File: src/rtl/fetch_pkg.sv
// fetch_pkg: shared constants and types for the instruction-fetch stage
package fetch_pkg;
    localparam int XLEN = 32;
    localparam int INS_BYTES = 4;
    localparam logic [XLEN-1:0] NOP_INS = 32'h00000013;
    typedef struct packed {
        logic [XLEN-1:0] pc;
        logic [XLEN-1:0] ins;
    } fetch_entry_t;
    typedef enum logic {FS_BOOT, FS_RUN} fetch_state_t;
endpackage

File: src/rtl/fetch_fifo.sv
// fetch_fifo: synchronous FIFO with flush, used for PC tags and fetched words
module fetch_fifo
    import fetch_pkg::*;
#(
    parameter int Depth = 2,
    parameter type T = fetch_entry_t
) (
    input  logic                    clk,
    input  logic                    rst,
    input  logic                    push,
    input  logic                    pop,
    input  logic                    flush,
    input  T                        din,
    output T                        dout,
    output logic [$clog2(Depth):0]  count,
    output logic                    empty,
    output logic                    full
);
    localparam int AW = $clog2(Depth);
    localparam int CW = AW + 1;
    T mem [Depth];
    logic [AW-1:0] wr_ptr, rd_ptr;
    always_ff @(posedge clk or posedge rst)
        if (rst) begin
            wr_ptr <= '0;
            rd_ptr <= '0;
            count <= '0;
        end else if (flush) begin
            wr_ptr <= '0;
            rd_ptr <= '0;
            count <= '0;
        end else begin
            wr_ptr <= wr_ptr + AW'(push);
            rd_ptr <= rd_ptr + AW'(pop);
            count <= count + CW'(push) - CW'(pop);
        end
    always_ff @(posedge clk)
        if (push && !flush)
            mem[wr_ptr] <= din;
    always_comb begin
        dout = mem[rd_ptr];
        empty = count == '0;
        full = count == CW'(Depth);
    end
    always @(posedge clk)
        if (!rst && !flush) begin
            assert (!(push && full && !pop));
            assert (!(pop && empty));
        end
endmodule

File: src/rtl/if_fetch_unit.sv
// if_fetch_unit: fetch PC, in-order imem requests and buffered word delivery to decode
module if_fetch_unit
    import fetch_pkg::*;
#(
    parameter int WordSize = 32,
    parameter logic [WordSize-1:0] ResetVector = '0,
    parameter int Depth = 2
) (
    input  logic                clk,
    input  logic                rst,
    input  logic                branch_taken,
    input  logic [WordSize-1:0] branch_addr,
    output logic                imem_req_valid,
    input  logic                imem_req_ready,
    output logic [WordSize-1:0] imem_req_addr,
    input  logic                imem_rsp_valid,
    input  logic [WordSize-1:0] imem_rsp_data,
    output logic                ins_valid,
    input  logic                ins_ready,
    output logic [WordSize-1:0] ins,
    output logic [WordSize-1:0] pc_out
);
    localparam int CW = $clog2(Depth) + 1;
    typedef logic [CW:0] occ_t;
    localparam occ_t CAP = occ_t'(Depth);
    fetch_state_t state, state_next;
    logic [WordSize-1:0] fetch_pc, tag_head;
    logic [CW-1:0] drop, drop_next, owed, inflight, fifo_count;
    logic req_fire, rsp_keep, ins_fire, tag_empty, tag_full, fifo_empty, fifo_full;
    occ_t occ;
    fetch_entry_t head;
    always_ff @(posedge clk or posedge rst)
        if (rst)
            state <= FS_BOOT;
        else
            state <= state_next;
    always_comb
        state_next = state == FS_BOOT ? FS_RUN : state;
    always_comb begin
        occ = {1'b0, inflight} + {1'b0, drop} + {1'b0, fifo_count};
        imem_req_valid = state == FS_RUN && !branch_taken && !tag_full && occ < CAP;
        imem_req_addr = fetch_pc;
        ins_valid = !fifo_empty && !branch_taken;
        ins = fifo_empty ? NOP_INS : head.ins;
        pc_out = fifo_empty ? '0 : head.pc;
    end
    // owed: responses still to be discarded, including everything in flight on a redirect
    always_comb begin
        req_fire = imem_req_valid && imem_req_ready;
        ins_fire = ins_valid && ins_ready;
        owed = branch_taken ? drop + inflight : drop;
        rsp_keep = imem_rsp_valid && owed == '0 && !branch_taken && !tag_empty;
        drop_next = owed - CW'(imem_rsp_valid && owed != '0);
    end
    always_ff @(posedge clk or posedge rst)
        if (rst) begin
            fetch_pc <= ResetVector;
            drop <= '0;
        end else begin
            drop <= drop_next;
            fetch_pc <= branch_taken ? branch_addr & ~WordSize'(INS_BYTES - 1)
                                     : fetch_pc + (req_fire ? WordSize'(INS_BYTES) : '0);
        end
    fetch_fifo #(.Depth(Depth), .T(logic [WordSize-1:0])) u_tags (
        .clk   (clk),
        .rst   (rst),
        .push  (req_fire),
        .pop   (rsp_keep),
        .flush (branch_taken),
        .din   (fetch_pc),
        .dout  (tag_head),
        .count (inflight),
        .empty (tag_empty),
        .full  (tag_full)
    );
    fetch_fifo #(.Depth(Depth), .T(fetch_entry_t)) u_words (
        .clk   (clk),
        .rst   (rst),
        .push  (rsp_keep),
        .pop   (ins_fire),
        .flush (branch_taken),
        .din   ('{pc: tag_head, ins: imem_rsp_data}),
        .dout  (head),
        .count (fifo_count),
        .empty (fifo_empty),
        .full  (fifo_full)
    );
    always @(posedge clk)
        if (!rst)
            assert (!fifo_full || (inflight == '0 && drop == '0));
endmodule

File: config.mk
export PLATFORM = sky130hd
export DESIGN_NAME = if_fetch_unit
export DESIGN_NICKNAME = d
export VERILOG_FILES = /design/src/rtl/fetch_pkg.sv /design/src/rtl/fetch_fifo.sv /design/src/rtl/if_fetch_unit.sv
export SDC_FILE = /design/constraint.sdc
export NUM_CORES = 1
export LEC_CHECK = 0
export BUFFER_PORTS_ARGS = -buffer_cell sky130_fd_sc_hd__buf_2
export CELL_PAD_IN_SITES_DETAIL_PLACEMENT = 1
export CELL_PAD_IN_SITES_GLOBAL_PLACEMENT = 1
export CORE_MARGIN = 4
export CORE_UTILIZATION = 46
export DETAILED_ROUTE_END_ITERATION = 6
export HOLD_SLACK_MARGIN = 0.08
export PLACE_DENSITY = 0.89
export SETUP_SLACK_MARGIN = 0.15
export SKIP_CTS_REPAIR_TIMING = 1
export SLEW_MARGIN = 20
export SYNTH_ARGS = -nofsm -noshare
export SYNTH_HDL_FRONTEND = slang
export SYNTH_SLANG_ARGS = --single-unit
File: constraint.sdc
create_clock -name clk -period 5.9 [get_ports clk]
set_input_delay 1.18 -clock clk [delete_from_list [all_inputs] [get_ports clk]]
set_output_delay 1.18 -clock clk [all_outputs]
set_load 0.03 [all_outputs]
## Word level (Yosys, flattened, before mapping)

Memories as Yosys holds them, arrays and structs flattened.
Index checks and enable logic that the tools add are counted.

- Memory bits (writable): 192
- Bits in registers: 43
- Memories: 2

- Equality and inequality tests: 1
- $add $sub $neg: 13
- Reduce and logical (&&, ||, !) cells: 20
- Magnitude comparators: 1
- Multiplexer cells: 15

Memory list:

| name | depth | width | rd ports | clocked after memory_dff | write ports | RTL line | text |
|---|---|---|---|---|---|---|---|
| u_words.mem | 2 | 64 | 1 | 0 | 1 | fetch_fifo.sv:21 | `T mem [Depth];` |
| u_tags.mem | 2 | 32 | 1 | 0 | 1 | fetch_fifo.sv:21 |  |

Operators by type and width:

| kind | count |
|---|---|
| 32-bit 2-to-1 mux | 3 |
| 32-bit by 3-bit adder with 32-bit output | 1 |
| 1-bit logical AND | 12 |
| 1-bit 2-to-1 mux | 8 |
| 2-bit logical NOT | 3 |
| 2-bit 2-to-1 mux | 3 |
| 2-bit by 1-bit subtractor with 2-bit output | 3 |
| 1-bit adder | 4 |
| 2-bit by 1-bit adder with 2-bit output | 2 |
| 1-bit logical NOT | 4 |
| 2-bit by 2-bit adder with 3-bit output | 1 |
| 3-bit by 2-bit adder with 3-bit output | 1 |
| 3-bit by 2-bit less-than comparator with 1-bit output (second input constant) | 1 |
| 3-bit 2-to-1 mux | 1 |
| 2-bit adder | 1 |
| 2-bit equality test (second input constant) | 1 |
| 2-bit nonzero test | 1 |

## Depth between registers and ports, before layout

Gate-level depths: netlist of the first run.

- Word-level depth: 9
- Mapped depth: 14

## Hierarchy

Synthesis of the first run repeated with hierarchy kept, for this count alone.

- Cells, all modules: 640
- Area, all modules: 10203.5 µm²

Modules (own cells, without submodules):

| module | area each (µm²) | instances | seq. area each (µm²) | cells an instance |
|---|---|---|---|---|
| fetch_fifo (u_words) | 5044.8 | 1 | 3943.8 | 219 |
| fetch_fifo (u_tags) | 2682.6 | 1 | 2021.9 | 120 |
| if_fetch_unit | 2476.1 | 1 | 825.8 | 301 |

## Least setup slack after synthesis of the first run

No wires, ideal clock.

- Kind: input to register
- Start point: input branch_taken
- End point: memory u_words.mem[0][0] (netlist bit) (enable)
- Stages on the path: 3
- Data required time: 5.410 ns
- Arrival: 4.984 ns
- Setup time: 0.490 ns
- Path slack: 0.426 ns
- Cells stage by stage: or4b_2 > a21oi_1 > nor2b_1

- Longest elaborated chain between the ends: 8
- Elaborated cells between the ends (all ways): 9
- Classes of those cells: 3 x mux; 6 x reduce/logical

RTL lines:

| what | RTL line | text |
|---|---|---|
| start: declaration | if_fetch_unit.sv:11 | `input logic branch_taken,` |
| 2-bit 2-to-1 mux | if_fetch_unit.sv:51 | `owed = branch_taken ? drop + inflight : drop;` |
| 2-bit logical NOT | if_fetch_unit.sv:52 | `rsp_keep = imem_rsp_valid && owed == '0 && !branch_taken && !tag_empty;` |
| 1-bit logical AND (3 in series) | if_fetch_unit.sv:52 |  |
| 1-bit logical AND * | fetch_fifo.sv:38 | `if (push && !flush)` |
| 1-bit 2-to-1 mux * | fetch_fifo.sv:38 |  |
| 1-bit 2-to-1 mux (not written as such) * | fetch_fifo.sv:39 | `mem[wr_ptr] <= din;` |
| end: declaration | fetch_fifo.sv:21 |  |

Every way passes the cells marked *; elsewhere a longest branch is shown, timed or not.

## Worst setup path after layout of the first run

- Start point: register u_words.count[1]
- End point: register fetch_pc[30], in the netlist imem_req_addr[30]

- Longest elaborated chain between the ends: 7

RTL lines:

| what | RTL line | text |
|---|---|---|
| start: declaration | fetch_fifo.sv:15 | `output logic [$clog2(Depth):0] count,` |
| start signal: assignment | fetch_fifo.sv:35 | `count <= count + CW'(push) - CW'(pop);` |
| 3-bit by 2-bit adder with 3-bit output | if_fetch_unit.sv:40 | `occ = {1'b0, inflight} + {1'b0, drop} + {1'b0, fifo_count};` |
| 3-bit by 2-bit less-than comparator with 1-bit output | if_fetch_unit.sv:41 | `imem_req_valid = state == FS_RUN && !branch_taken && !tag_full && occ < CAP;` |
| 1-bit logical AND | if_fetch_unit.sv:41 |  |
| 1-bit logical AND | if_fetch_unit.sv:49 | `req_fire = imem_req_valid && imem_req_ready;` |
| 3-bit 2-to-1 mux | if_fetch_unit.sv:62 | `: fetch_pc + (req_fire ? WordSize'(INS_BYTES) : '0);` |
| 32-bit by 3-bit adder with 32-bit output | if_fetch_unit.sv:62 |  |
| 32-bit 2-to-1 mux | if_fetch_unit.sv:61 | `fetch_pc <= branch_taken ? branch_addr & ~WordSize'(INS_BYTES - 1)` |
| end signal: assignment | if_fetch_unit.sv:57 | `fetch_pc <= ResetVector;` |
| end signal: assignment | if_fetch_unit.sv:61 |  |
| end: declaration | if_fetch_unit.sv:27 | `logic [WordSize-1:0] fetch_pc, tag_head;` |

Every way passes these cells.

==> flow_summary.ini, run 1 <==
[clock_tree]
h-tree-depth = 1
clk_path_buf_depth = 3
cts_root_buf = clkbuf_16
cts_tree = done
cts_made_buffers = 23
cts_num_sinks = 225
cts.clk_slew.worst_paths_ns = 0.06
insertion_delay_ns = 0.51

[die]
dieArea_sq_um = 22400
fp-row-count = 51
die_h_um = 150
io_pins = 168
fp.coreArea_sq_um = 19600
dieWidth_um = 150
initial_core_util = 0.471

[sta]
period_share = 0.706
slew_headroom = 0.318
layout_setup_ws_ns = 1.74
setup_tns_ns = 0
min_period_ns = 4.16
setup_viol = 0
hold_viol = 0
report.final.slew_viol_count = 0
rsz0062_at_grt = no
fmax_ghz = 0.240
worst_pin_slew_ns = 1.02
fin_skew_ns = 0.0150

[logic_synthesis]
yosys_warnings = 0
synth_fa_ha_area_frac = 0.0157
synth-compound-area-share = 0.0377
synth_top_family_by_area = multiplexers
synth-simple-area-share = 0.0837
synth_mux_area_frac = 0.106
synthXorXnorAreaFrac = 0.0209
yosysSeqAreaShare = 0.710
syn_area_sq_um = 9220
syn_inst = 625
ys_seq_elements = 225
ys_types = 40
synth_area_per_cell_sq_um = 14.8

[global_route]
antenna_found_initial = 1
grt_max_degree = 64
grt_pass1_wl_mm = 34.1
gr-usage-all-layers = 0.193
grt_pass1_vias = 6200
grt-ovfl-total = 0

[pwr]
p_sw_frac = 0.230
power_w = 0.00369
seq_power_share = 0.500
leakage_nw = 4.10
clkPwrFrac = 0.413
p_int_w = 0.00285
combPwrFrac = 0.086
p_per_area_nw_per_um2 = 331
switchingPower_w = 0.000848
ir_worst_vdd_uv = 175

[placement]
io_buffers = 161
globalplace.congestion = 0.805
hpwl_mm = 14.0
dpl_worst_slack_ns = 1.46

[route]
drtIter0Drc = 317
drt-vias-per-instance = 5.37
postRouteAntennaNets = 0
drc = 0
wire_per_inst_um = 20.1
wl_mm = 21.5
num_vias = 5734
dr.pass1.iters = 4

[final_layout]
antenna_cells = 0
final_cell_mix = edfxtp_1, buf_2, nor2_1
drive_gt1_frac = 0.305
final_common_cell = edfxtp_1
layout.nets = 867
area_delta_synth_final_pct = 21.1

[worst_hold_path]
hold_path.class = reg2reg

[critical_path]
start_kind = flop
worst-setup-path-type = reg2reg
endpoint_kind = flop
crit_required_ns = 6.30
arrival_ns = 4.56
cp_max_fo = 10

[status]
outcome = finished clean

[run]
cap_violations = 0
[power groups by stage]
| stage | registers, W | logic (W) | clock network, W |
|---|---|---|---|
| after floorplan | 0.00190 | 0.000176 | 0 |
| after global placement | 0.00188 | 0.000300 | 0 |
| after detailed placement | 0.00188 | 0.000317 | 0 |
| after CTS | 0.00185 | 0.000320 | 0.00156 |
| after global routing | 0.00186 | 0.000353 | 0.00164 |
| final | 0.00185 | 0.000319 | 0.00153 |
[cells in the mapped netlist]
cell type / number / area (sq um)
xnor2_1: 13 / 114
nand4_1: 7 / 43.8
o2111ai_1: 1 / 8.76
nor4_1: 1 / 6.26
buf_1: 8 / 30.0
fa_1: 1 / 20.0
nor3_1: 1 / 5.00
mux2_2: 31 / 349
and3_1: 3 / 18.8
buf_4: 4 / 30.0
nand3_1: 13 / 65.1
o211ai_1: 1 / 7.51
and2_1: 3 / 18.8
conb_1: 2 / 7.51
or2_2: 1 / 6.26
edfxtp_1: 184 / 5530
a21o_1: 1 / 7.51
nor2b_1: 3 / 18.8
mux2i_1: 63 / 631
nor3b_1: 1 / 7.51
buf_6: 2 / 22.5
dfrtp_1: 41 / 1030
o31ai_1: 14 / 105
a21oi_1: 2 / 10.0
nand2_1: 21 / 78.8
a21boi_0: 1 / 7.51
ha_1: 10 / 125
inv_1: 16 / 60.1
nand3_2: 1 / 10.0
clkbuf_1: 21 / 78.8
and4_1: 1 / 8.76
or4_1: 17 / 128
a31oi_1: 17 / 106
nor2_1: 86 / 323
xor2_1: 9 / 78.8
clkinv_1: 1 / 3.75
o21ai_0: 19 / 95.1
or4_4: 1 / 11.3
or3_1: 2 / 12.5
or4b_2: 1 / 10.0
[flip-flops by register name, indices dropped and copies added (netlist names)]
name / cells
u_words.mem: 124
u_tags.mem: 60
imem_req_addr: 30
drop: 2
u_tags.count: 2
u_words.count: 2
state: 1
u_tags.rd_ptr: 1
u_tags.wr_ptr: 1
u_words.rd_ptr: 1
u_words.wr_ptr: 1
[metrics by stage]
| stage | util | instances | area, sq um | hold slack, ns |
|---|---|---|---|---|
| 2_1_floorplan | - | 628 | 9230 | 0.524 |
| 3_3_place_gp | 0.526 | 1024 | 10300 | 0.539 |
| 3_5_place_dp | 0.526 | 1024 | 10300 | 0.553 |
| 4_1_cts | 0.567 | 1066 | 11100 | 0.554 |
| 5_1_grt | 0.570 | 1068 | 11200 | 0.563 |
| 6_report | 0.570 | 1068 | 11200 | 0.545 |
[critical path: stages, from the launching register on]
cell and delay [ns]:
dfrtp_1 0.48, inv_1 0.12, fa_1 0.49, inv_1 0.05, ha_1 0.29, nor3b_1 0.24
o2111ai_1 0.38, inv_1 0.23, ha_1 0.19, nand2_1 0.15, or4_1 0.75, or4_1 0.53
a31oi_1 0.18
[per-layer routing]
layer	global-route usage	vias up	part of all wire
li1	-	2640	-
met1	0.248	2861	0.40
met2	0.341	194	0.51
met3	0.0382	37	0.067
met4	0.0435	2	0.018
met5	0	-	0.00093
[final cells by class]
cell class / count / area [sq um]
fillers: 1935 / 8420
flip-flops and latches: 225 / 6560
multi-input cells: 351 / 2490
repair buffers: 168 / 923
clock buffers: 33 / 653
well taps: 265 / 332
clock inverters: 9 / 156
inverters: 17 / 63.8
[cell families (layout without fill, tap and decap cells)]
kind of cell    after synthesis  in the layout
compound gates               56             56
xor+xnor                     22             22
fa+ha+maj                    11             11
buf+inv                      52            227
flops                       225            225
mux                          94             94
other cells                   2              5
simple gates                163            163
[worst paths after layout]
| kind | endpoint | slack (ns) | start | cells past startpoint |
|---|---|---|---|---|
| max reg2reg | imem_req_addr[30] | 1.74 | u_words.count[1] | 12 |
| min | u_tags.mem[0][12] | 0.54 | imem_req_addr[12] | 0 |
| min reg2reg | u_tags.mem[0][12] | 0.54 | imem_req_addr[12] | 0 |
| min in group asynchronous | imem_req_addr[21] | 0.81 | rst | 3 |
| max | imem_req_addr[30] | 1.74 | u_words.count[1] | 12 |
| max in group asynchronous | u_words.rd_ptr | 4.63 | rst | 3 |
Note: power is estimated with default switching activity, not from simulation.
==> inputs of run 2 (changes only) <==
==> constraint.sdc (replaced) <==
create_clock -name clk -period 4.1 [get_ports clk]
set_input_delay 0.82 -clock clk [delete_from_list [all_inputs] [get_ports clk]]
set_output_delay 0.82 -clock clk [all_outputs]
set_load 0.03 [all_outputs]
==> flow_summary.ini, run 2 (synthesis gave the netlist of run 1 again) <==
[route]
drc = 0
drtIter0Drc = 323
dr.pass1.iters = 4
wire_per_inst_um = 20.5
drt-vias-per-instance = 5.34
wl_mm = 22.1
postRouteAntennaNets = 0
num_vias = 5756

[critical_path]
arrival_ns = 4.02
start_kind = flop
crit_required_ns = 4.51
worst-setup-path-type = reg2reg
cp_max_fo = 9
ff2ff_path_depth = 12
endpoint_kind = flop

[pwr]
combPwrFrac = 0.088
p_int_w = 0.00410
clkPwrFrac = 0.414
p_sw_frac = 0.233
p_per_area_nw_per_um2 = 476
ir_worst_vdd_uv = 241
switchingPower_w = 0.00125
leakage_nw = 4.16
seq_power_share = 0.498

[clock_tree]
cts.clk_slew.worst_paths_ns = 0.06
cts_tree = done
clk_path_buf_depth = 3
cts_made_buffers = 24
insertion_delay_ns = 0.51
cts_num_sinks = 225
h-tree-depth = 1
cts_root_buf = clkbuf_16

[sta]
setup_tns_ns = 0
report.final.slew_viol_count = 0
fin_skew_ns = 0.0136
min_period_ns = 3.61
rsz0062_at_grt = no
worst_pin_slew_ns = 0.972
setup_viol = 0
slew_headroom = 0.351
hold_viol = 0
period_share = 0.880
fmax_ghz = 0.277
layout_setup_ws_ns = 0.490

[global_route]
grt_pass1_wl_mm = 34.5
grt_pass1_vias = 6237
met3_usage = 0.0336
met1_usage = 0.249
grt_max_degree = 42
gr-usage-all-layers = 0.197
grt_use_met2 = 0.357
grt-ovfl-total = 0
antenna_found_initial = 1
grt_busiest_layer = met2

[die]
die_h_um = 150
fp.coreArea_sq_um = 19600
dieWidth_um = 150
io_pins = 168
initial_core_util = 0.471
dieArea_sq_um = 22400
fp-row-count = 51

[placement]
globalplace.congestion = 0.781
io_buffers = 161
dpl_worst_slack_ns = 0.178
placed_cells = 1034
hpwl_mm = 14.9

[worst_hold_path]
min_path_cells = 1
hold_path.class = in2reg

[final_layout]
largest_reg_flops = 124
area_delta_synth_final_pct = 21.8
post-route-util = 0.573
antenna_cells = 0
final_cell_mix = edfxtp_1, buf_2, nor2_1
drive_gt1_frac = 0.319
layout.nets = 876
fillerInstances = 1962
fin_cells = 1078
final_common_cell = edfxtp_1
largest-register = u_words.mem

[status]
outcome = finished clean

[run]
cap_violations = 0
-- run 2: cell count changes in the layout (fill, tap and decap cells not counted), sizes merged --
cell      change
clkinvlp      -3
bufinv        -2
clkinv        +2
inv           +1
buf           +8
clkbuf        +4
-- run 2: layer usage --
metal	part of all wire	wire, um	vias to the layer above
met1	0.40	8810	2903
met2	0.52	11600	170
met3	0.060	1320	35
met5	0.00077	17	-
met4	0.016	349	2
li1	-	-	2646
-- run 2: path summary, 6_finish.rpt --
path	startpoint	slack (ns)	endpoint
setup / recovery	u_words.count[1]	0.49	imem_req_addr[18]
max in group asynchronous	rst	2.86	u_words.rd_ptr
hold reg to reg	imem_req_addr[12]	0.56	u_tags.mem[1][12]
setup reg to reg	u_words.count[1]	0.49	imem_req_addr[18]
hold / removal	imem_rsp_data[11]	0.50	u_words.mem[0][11]
min in group asynchronous	rst	0.55	u_words.rd_ptr
-- run 2: worst max-delay path, cell delays in order (launching register included) --
cell and delay, ns:
dfrtp_2 0.43, inv_1 0.11, fa_1 0.51, inv_1 0.05
ha_1 0.29, nor3b_2 0.20, o2111ai_1 0.18, inv_1 0.16
ha_1 0.18, nand2_1 0.15, or4_4 0.59, or4_1 0.49
a31oi_1 0.18
-- run 2: power by group through the flow --
| stage | clock [W] | combinational, W | sequential [W] |
|---|---|---|---|
| after CTS | 0.00226 | 0.000476 | 0.00266 |
| after floorplan | 0 | 0.000254 | 0.00273 |
| after detailed placement | 0 | 0.000469 | 0.00271 |
| after global routing | 0.00238 | 0.000517 | 0.00267 |
| final | 0.00221 | 0.000471 | 0.00266 |
| after global placement | 0 | 0.000441 | 0.00270 |
-- run 2: cell type report --
type                            count  area, sq um  share of cell area
Timing Repair Buffer              176          956              0.0851
Sequential cell                   225         6560               0.584
Inverter                           17         63.8             0.00568
Multi-Input combinational cell    351         2490               0.222
Clock buffer                       37          732              0.0652
Tap cell                          265          332              0.0295
Clock inverter                      7         97.6             0.00869
-- run 2: through the flow --
step | instance area, sq um | power, W | hold WS, ns
6_report | 11200 | 0.00534 | 0.505
2_1_floorplan | 9240 | 0.00298 | 0.537
4_1_cts | 11200 | 0.00540 | 0.485
3_3_place_gp | 10400 | 0.00314 | 0.536
3_5_place_dp | 10400 | 0.00317 | 0.541
5_1_grt | 11200 | 0.00557 | 0.474
==> inputs of run 3 (changes only) <==
--- a/config.mk
+++ b/config.mk
@@ -5,14 +5,14 @@
 export SDC_FILE = /design/constraint.sdc
 export NUM_CORES = 1
 export LEC_CHECK = 0
-export BUFFER_PORTS_ARGS = -buffer_cell sky130_fd_sc_hd__buf_2
 export CELL_PAD_IN_SITES_DETAIL_PLACEMENT = 1
 export CELL_PAD_IN_SITES_GLOBAL_PLACEMENT = 1
 export CORE_MARGIN = 4
-export CORE_UTILIZATION = 46
+export CORE_UTILIZATION = 52
 export DETAILED_ROUTE_END_ITERATION = 6
+export DONT_BUFFER_PORTS = 1
 export HOLD_SLACK_MARGIN = 0.08
-export PLACE_DENSITY = 0.89
+export PLACE_DENSITY = 0.88
 export SETUP_SLACK_MARGIN = 0.15
 export SKIP_CTS_REPAIR_TIMING = 1
 export SLEW_MARGIN = 20
==> flow_summary.ini, run 3 (synthesis gave the netlist of run 1 again) <==
[global_route]
grt_busiest_layer = met2
grt_max_degree = 63
antenna_found_initial = 0
met3_usage = 0.0539
met1_usage = 0.276
grt_use_met2 = 0.361
gr-usage-all-layers = 0.215
grt_pass1_wl_mm = 33.1
grt-ovfl-total = 0
grt_pass1_vias = 5683

[route]
dr.pass1.iters = 4
drc = 0
drtIter0Drc = 292
drt-vias-per-instance = 5.99
num_vias = 5191
wire_per_inst_um = 24.7
postRouteAntennaNets = 0
wl_mm = 21.4

[die]
initial_core_util = 0.531
fp.coreArea_sq_um = 17400
fp-row-count = 48
io_pins = 168
dieArea_sq_um = 19900
dieWidth_um = 141
die_h_um = 141

[placement]
dpl-instance-area_sq_um = 9470
hpwl_mm = 13.6
dpl_worst_slack_ns = 0.0858
placed_cells = 827
io_buffers = 0
globalplace.congestion = 0.865

[pwr]
p_sw_frac = 0.240
ir_worst_vdd_uv = 409
switchingPower_w = 0.00118
seq_power_share = 0.560
p_per_area_nw_per_um2 = 483
clkPwrFrac = 0.373
p_int_w = 0.00371
leakage_nw = 3.30
combPwrFrac = 0.067

[critical_path]
slowest_delay_ns = 0.65
start_kind = flop
reg2reg_to = imem_req_addr[28]
arrival_ns = 4.19
crit_required_ns = 4.50
critPathSlowestCell = or4_4
crit_chain = inv_1 > fa_1 > inv_1 > ha_1 > nor3b_2 > o2111ai_1 > inv_1 > ha_1 > nand2_1 > or4_4 > or4_1 > a31oi_1
ff2ff_path_depth = 12
r2r_setup_slack_ns = 0.31
worst-setup-path-type = reg2reg
endpoint_kind = flop
crit_top_cell = inv_1
rr_startpoint = u_words.count[1]
cp_max_fo = 10

[sta]
fmax_ghz = 0.264
setup_viol = 0
layout_setup_ws_ns = 0.305
report.final.slew_viol_count = 0
worst_pin_slew_ns = 1.09
hold_viol = 0
fin_skew_ns = 0.0189
rsz0062_at_grt = no
min_period_ns = 3.79
setup_tns_ns = 0
slew_headroom = 0.263
period_share = 0.926

[final_layout]
final_common_cell = edfxtp_1
area_delta_synth_final_pct = 9.88
fin_area_sq_um = 10100
fin_cells = 867
largest-register = u_words.mem
fillerInstances = 1612
final_cell_mix = edfxtp_1, nor2_1, mux2i_1
layout.nets = 707
drive_gt1_frac = 0.128
largest_reg_flops = 124
antenna_cells = 0

[clock_tree]
cts.clk_slew.worst_paths_ns = 0.06
clk_path_buf_depth = 3
cts_made_buffers = 22
h-tree-depth = 1
cts_num_sinks = 225
cts_root_buf = clkbuf_16
cts_tree = done
insertion_delay_ns = 0.50

[run]
cap_violations = 0

[worst_hold_path]
hold_path.class = in2async

[status]
outcome = finished clean
[run 3: cell count changes in the layout (fill, tap and decap cells not counted), sizes merged]
cell and delta:
clkinvlp +1, inv -1, bufinv -2, clkinv +4
clkbuf -6, buf -167
[run 3: worst max-delay path by stage]
stage                        endpoint  depth (start not counted)  slack [ns]              from
floorplan           u_words.mem[0][0]                          3        0.15      branch_taken
global placement    imem_req_addr[28]                         12        0.45  u_words.count[1]
detailed placement  imem_req_addr[31]                         12        0.09  u_words.count[1]
CTS                 imem_req_addr[28]                         12       -0.03  u_words.count[1]
global route        imem_req_addr[28]                         12        0.14  u_words.count[1]
finish              imem_req_addr[28]                         12        0.31  u_words.count[1]
[run 3: power groups by stage]
stage	logic (W)	clock network (W)	registers, W
detailed placement	0.000318	0	0.00278
finish	0.000330	0.00182	0.00274
global route	0.000363	0.00197	0.00275
global placement	0.000285	0	0.00276
floorplan	0.000254	0	0.00273
CTS	0.000328	0.00187	0.00273
[run 3: worst max-delay path: cells and delay by family, from the launching register on]
kind	cells	cell delay, ns
AND/OR/NAND/NOR	4	1.52
adder cells (fa/ha/maj)	3	0.99
flip-flops	1	0.45
AO/OA/AOI/OAI	2	0.42
buffers and inverters	3	0.33
[run 3: metrics by stage]
stage               utilization  hold WS, ns  power (W)
floorplan                     -        0.537    0.00298
global placement          0.546        0.547    0.00305
detailed placement        0.546        0.552    0.00309
CTS                       0.583        0.306    0.00493
global route              0.584        0.327    0.00508
finish                    0.584        0.309    0.00489
[run 3: layer usage]
layer,share of wire,vias to the layer above
li1,-,2309
met3,0.081,51
met2,0.50,203
met5,0,-
met4,0.028,0
met1,0.39,2628
[run 3: cell type report]
| cell class | instances | area, sq um | share of cell area |
|---|---|---|---|
| clock buffers | 31 | 606 | 0.0598 |
| multi-input cells | 351 | 2490 | 0.246 |
| clock inverters | 9 | 42.5 | 0.00420 |
| repair buffers | 9 | 92.6 | 0.00914 |
| inverters | 17 | 63.8 | 0.00630 |
| well taps | 225 | 282 | 0.0278 |
| flip-flops and latches | 225 | 6560 | 0.647 |
